==> src/rtl/spi_master_tx.sv <==
// SPI mode-0 master that drains a TX FIFO MSB-first and returns each received word
// with a one-cycle valid strobe. Back-to-back words share a single chip-select window.
module spi_master_tx #(
  parameter int unsigned DATA_WIDTH = 8,
  parameter int unsigned CLK_DIV    = 2
) (
  input  logic                  clk_i,
  input  logic                  rst_i,
  input  logic                  enable_i,
  input  logic [DATA_WIDTH-1:0] fifo_data_out_i,
  input  logic                  fifo_empty_i,
  output logic                  fifo_rd_enable_o,
  output logic                  sclk_o,
  output logic                  mosi_o,
  input  logic                  miso_i,
  output logic                  ss_n_o,
  output logic [DATA_WIDTH-1:0] rx_data_o,
  output logic                  rx_valid_o,
  output logic                  busy_o
);

  localparam int unsigned DivW = $clog2(CLK_DIV) + 1;
  localparam int unsigned BitW = $clog2(DATA_WIDTH) + 1;

  typedef enum logic [1:0] {StIdle, StSclkLo, StSclkHi, StTrail} state_e;

  state_e                state_q, state_d;
  logic [DivW-1:0]       div_cnt_q, div_cnt_d;
  logic [BitW-1:0]       bit_cnt_q, bit_cnt_d;
  logic [DATA_WIDTH-1:0] tx_shreg_q, tx_shreg_d;
  logic [DATA_WIDTH-1:0] rx_shreg_q, rx_shreg_d;
  logic [DATA_WIDTH-1:0] rx_data_q, rx_data_d;
  logic                  rx_valid_q, rx_valid_d;
  logic                  pop;
  logic                  div_done;
  logic                  last_bit;
  logic                  can_pop;
  logic [DATA_WIDTH-1:0] rx_next;

  assign div_done = (div_cnt_q == DivW'(CLK_DIV - 1));
  assign last_bit = (bit_cnt_q == BitW'(DATA_WIDTH - 1));
  assign can_pop  = enable_i & ~fifo_empty_i;
  assign rx_next  = {rx_shreg_q[DATA_WIDTH-2:0], miso_i};

  always_comb begin
    state_d    = state_q;
    div_cnt_d  = div_cnt_q;
    bit_cnt_d  = bit_cnt_q;
    tx_shreg_d = tx_shreg_q;
    rx_shreg_d = rx_shreg_q;
    rx_data_d  = rx_data_q;
    rx_valid_d = 1'b0;
    pop        = 1'b0;
    unique case (state_q)
      StIdle: begin
        div_cnt_d = '0;
        if (can_pop) begin
          pop        = 1'b1;
          tx_shreg_d = fifo_data_out_i;
          bit_cnt_d  = '0;
          state_d    = StSclkLo;
        end
      end
      StSclkLo: begin
        if (div_done) begin
          div_cnt_d  = '0;
          state_d    = StSclkHi;
          rx_shreg_d = rx_next;
          if (last_bit) begin
            rx_data_d  = rx_next;
            rx_valid_d = 1'b1;
          end
        end else begin
          div_cnt_d = div_cnt_q + DivW'(1);
        end
      end
      StSclkHi: begin
        if (div_done) begin
          div_cnt_d = '0;
          if (!last_bit) begin
            tx_shreg_d = tx_shreg_q << 1;
            bit_cnt_d  = bit_cnt_q + BitW'(1);
            state_d    = StSclkLo;
          end else if (can_pop) begin
            // Chain the next word without releasing chip select.
            pop        = 1'b1;
            tx_shreg_d = fifo_data_out_i;
            bit_cnt_d  = '0;
            state_d    = StSclkLo;
          end else begin
            state_d = StTrail;
          end
        end else begin
          div_cnt_d = div_cnt_q + DivW'(1);
        end
      end
      StTrail: begin
        if (div_done) begin
          div_cnt_d = '0;
          state_d   = StIdle;
        end else begin
          div_cnt_d = div_cnt_q + DivW'(1);
        end
      end
      default: state_d = StIdle;
    endcase
  end

  always_ff @(posedge clk_i) begin
    if (rst_i) begin
      state_q    <= StIdle;
      div_cnt_q  <= '0;
      bit_cnt_q  <= '0;
      tx_shreg_q <= '0;
      rx_shreg_q <= '0;
      rx_data_q  <= '0;
      rx_valid_q <= 1'b0;
    end else begin
      state_q    <= state_d;
      div_cnt_q  <= div_cnt_d;
      bit_cnt_q  <= bit_cnt_d;
      tx_shreg_q <= tx_shreg_d;
      rx_shreg_q <= rx_shreg_d;
      rx_data_q  <= rx_data_d;
      rx_valid_q <= rx_valid_d;
    end
  end

  // The pop strobe is combinational, so it must be masked while reset is held.
  assign fifo_rd_enable_o = pop & ~rst_i;
  assign ss_n_o           = (state_q == StIdle);
  assign sclk_o           = (state_q == StSclkHi);
  assign busy_o           = (state_q != StIdle);
  assign mosi_o           = ((state_q == StSclkLo) || (state_q == StSclkHi)) ?
                            tx_shreg_q[DATA_WIDTH-1] : 1'b0;
  assign rx_data_o        = rx_data_q;
  assign rx_valid_o       = rx_valid_q;

endmodule

==> config.mk <==
export PLATFORM = sky130hd
export DESIGN_NAME = spi_master_tx
export DESIGN_NICKNAME = d
export VERILOG_FILES = /design/src/rtl/spi_master_tx.sv
export SDC_FILE = /design/constraint.sdc
export NUM_CORES = 1
export LEC_CHECK = 0
export CORE_MARGIN = 8
export CORE_UTILIZATION = 35
export CTS_CLUSTER_DIAMETER = 40
export DETAILED_ROUTE_END_ITERATION = 8
export SYNTH_ARGS = -nofsm -noshare
export SYNTH_HDL_FRONTEND = slang
export SYNTH_SLANG_ARGS = --single-unit
==> constraint.sdc <==
create_clock -name clk_i -period 2.1 [get_ports clk_i]
set_clock_uncertainty 0.05 [all_clocks]
set_input_delay 0.63 -clock clk_i [delete_from_list [all_inputs] [get_ports clk_i]]
set_output_delay 0.63 -clock clk_i [all_outputs]
set_load 0.02 [all_outputs]
==> out/results.ini <==
[pwr]
ir_drop_uv = 398
p_leak_uw = 0.000747
power_per_cell_area_mw_per_mm2 = 961

[worst_setup_path]
slowest_delay_ps = 350
worstPathMaxFanout = 2
worstPathRequired_ps = 1420
worst_path_max_delay_cell = dfxtp_2
crit_path_start_kind = flip-flop
endpoint_kind = output port
path_cells = ha_4 > and3b_2 > a31oi_4 > nor3_4 > buf_6
crit_arrival_ps = 1430
critPathKind = flip-flop to output port

[clocking]
clk_latency_ps = 280
cts_max_path_buffers = 2
h-tree-depth = 2
numClockSinks = 32
clkTransAtPathRegs_ps = 60
cts_buffers = 5
root_buffer = clkbuf_8
cts_tree = built

[run]
drv_cap = 0

[placed_design]
placed_area_mm2 = 0.00191
dp_slack_ps = -613
gp_congestion = 0.724
post-dp-hpwl_mm = 2.55
io_buffer_count = 26
place_inst = 252

[finish]
area_growth_pct = 36.5
finalNonFillerCells = 261
fin_nets = 227
post-route-util = 0.482
drive_gt1_frac = 0.234
final_cell_mix = dfxtp_1, clkdlybuf4s50_1, buf_4
fin_area_mm2 = 0.00206
final_common_cell = dfxtp_1
n_antenna_cell = 0

[synthesis]
postSynthAreaPerCell_um2 = 8.97
synth_cells = 168
synth_area_mm2 = 0.00151
ys_ff_latch = 32
yosysWarnings = 0
yosysSeqAreaShare = 0.425
synth_cell_types = 38
async_reset_ff_frac = 0
synthFlopType = dfxtp_1
synth_enable_flop_cells = 0
synth_fp_nets = 187

[grt]
grt_overflow = 0
grt_max_degree = 33
grtUsageTotal = 0.117
grt_pass1_vias = 1408
grt_pass1_wl_mm = 6.15
antenna_found_initial = 0

[sta]
slew_violations = 0
setup_ws_ps = -6.30
worst_pin_slew_ps = 383
min_period_ps = 2110
max_slew_margin = 0.738
rsz0062_at_grt = yes
fin_crit_sh = 1.00
fmax_mhz = 475
setup_violations = 1
hold_viol_final = 0

[die]
ioPinCount = 27
row_count = 24
dieHeight_um = 81.6
die_width_um = 81.6
die-area_mm2 = 0.00666
core_area_mm2 = 0.00426
initial_core_util = 0.353

[drt]
wl_per_cell_um = 13.5
maxUsedRoutingLayer = met4
dr.pass1.iters = 4
wl_mm = 3.51
drt_iter0_markers = 49
num_vias = 1345
routed-wl-met3_um = 186
ant_nets = 0
wl_met1_mm = 1.52
routed-wl-met2_mm = 1.75
viasPerCell = 5.15
drc_errors = 0

[run_status]
status = finished, violations left
violations = negative setup slack

[min_path]
hold_path_class = flip-flop to flip-flop

## critical path, delay by kind of cell (launching register included)
kind                     cells  cell delay, ps
AO/OA/AOI/OAI                1             100
adder cells (fa/ha/maj)      1             130
buffers and inverters        1             140
flip-flops                   1             350
AND/OR/NAND/NOR              2             430
## layout make-up
| cell class | count | area, µm² |
|---|---|---|
| Inverter | 12 | 45.0 |
| Sequential cell | 32 | 644 |
| Timing Repair Buffer | 44 | 383 |
| Tap cell | 52 | 65.1 |
| Fill cell | 405 | 2210 |
| Clock buffer | 8 | 90.1 |
| Multi-Input combinational cell | 113 | 830 |
## routing by layer
| metal | GRT usage | up-vias |
|---|---|---|
| li1 | - | 676 |
| met4 | 0.0474 | 0 |
| met3 | 0.0350 | 8 |
| met1 | 0.123 | 628 |
| met5 | 0 | - |
| met2 | 0.212 | 33 |
## logic make-up (layout without fill, tap and decap cells)
| logic type | after synthesis | after routing | synth area share |
|---|---|---|---|
| AND/OR/NAND/NOR | 70 | 70 | 0.242 |
| flip-flops | 32 | 32 | 0.425 |
| AO/OA/AOI/OAI | 27 | 27 | 0.149 |
| buffers and inverters | 23 | 64 | 0.0639 |
| multiplexers | 10 | 10 | 0.0698 |
| adder cells (fa/ha/maj) | 6 | 6 | 0.0498 |
## worst paths after layout
path / endpoint / slack (ps) / cells after the start / startpoint
max: fifo_rd_enable_o / -6 / 5 / bit_cnt_q[0]
min: div_cnt_q[0] / 380 / 1 / div_cnt_q[0]
max reg2reg: bit_cnt_q[0] / 80 / 7 / state_q[0]
min reg2reg: div_cnt_q[0] / 380 / 1 / div_cnt_q[0]
## metrics by stage
step	TNS (ps)	hold slack, ps	power [µW]
after detailed placement	-1790	376	1480
final	-6.30	381	1980
after global routing	-192	413	2110
after floorplan	0	355	1230
after CTS	-5.59	385	1970
after global placement	-1420	365	1460
## Yosys cell counts (2+ instances only)
| library cell | number | share of area |
|---|---|---|
| a2111oi_2 | 3 | 0.030 |
| a21oi_1 | 9 | 0.030 |
| ha_1 | 6 | 0.050 |
| dfxtp_1 | 32 | 0.43 |
| inv_1 | 12 | 0.030 |
| nand3_1 | 9 | 0.030 |
| a31oi_1 | 2 | 0.0083 |
| clkbuf_1 | 4 | 0.010 |
| or2_2 | 2 | 0.0083 |
| nor2_1 | 12 | 0.030 |
| nand2_1 | 12 | 0.030 |
| mux2i_1 | 8 | 0.053 |
| and2_1 | 2 | 0.0083 |
| nor3_1 | 16 | 0.053 |
| a21o_1 | 2 | 0.010 |
| buf_2 | 5 | 0.017 |
| nor4_1 | 8 | 0.033 |
| a2111oi_1 | 4 | 0.027 |
## power by group
part           switching, µW  internal [µW]  total (µW)
clock network            208            267         475
logic                    441            342         783
registers               39.6            680         720
## state kept, by name, summed over array words and instances (netlist names)
| name | count |
|---|---|
| rx_shreg_q | 7 |
| div_cnt_q | 2 |
| rx_valid_o | 1 |
| state_q | 2 |
| bit_cnt_q | 4 |
| tx_shreg_q | 8 |
| rx_data_o | 8 |
## repair_timing
| item | CTS | global route |
|---|---|---|
| cloned | 0 | 0 |
| setup endpoints to repair | 5 | 5 |
| setup buffers | 0 | 1 |
| hold buffers | 0 | 0 |
| pin swaps | 2 | 2 |
| resized for setup | 23 | 12 |
Note: power is estimated with default switching activity, not from simulation.
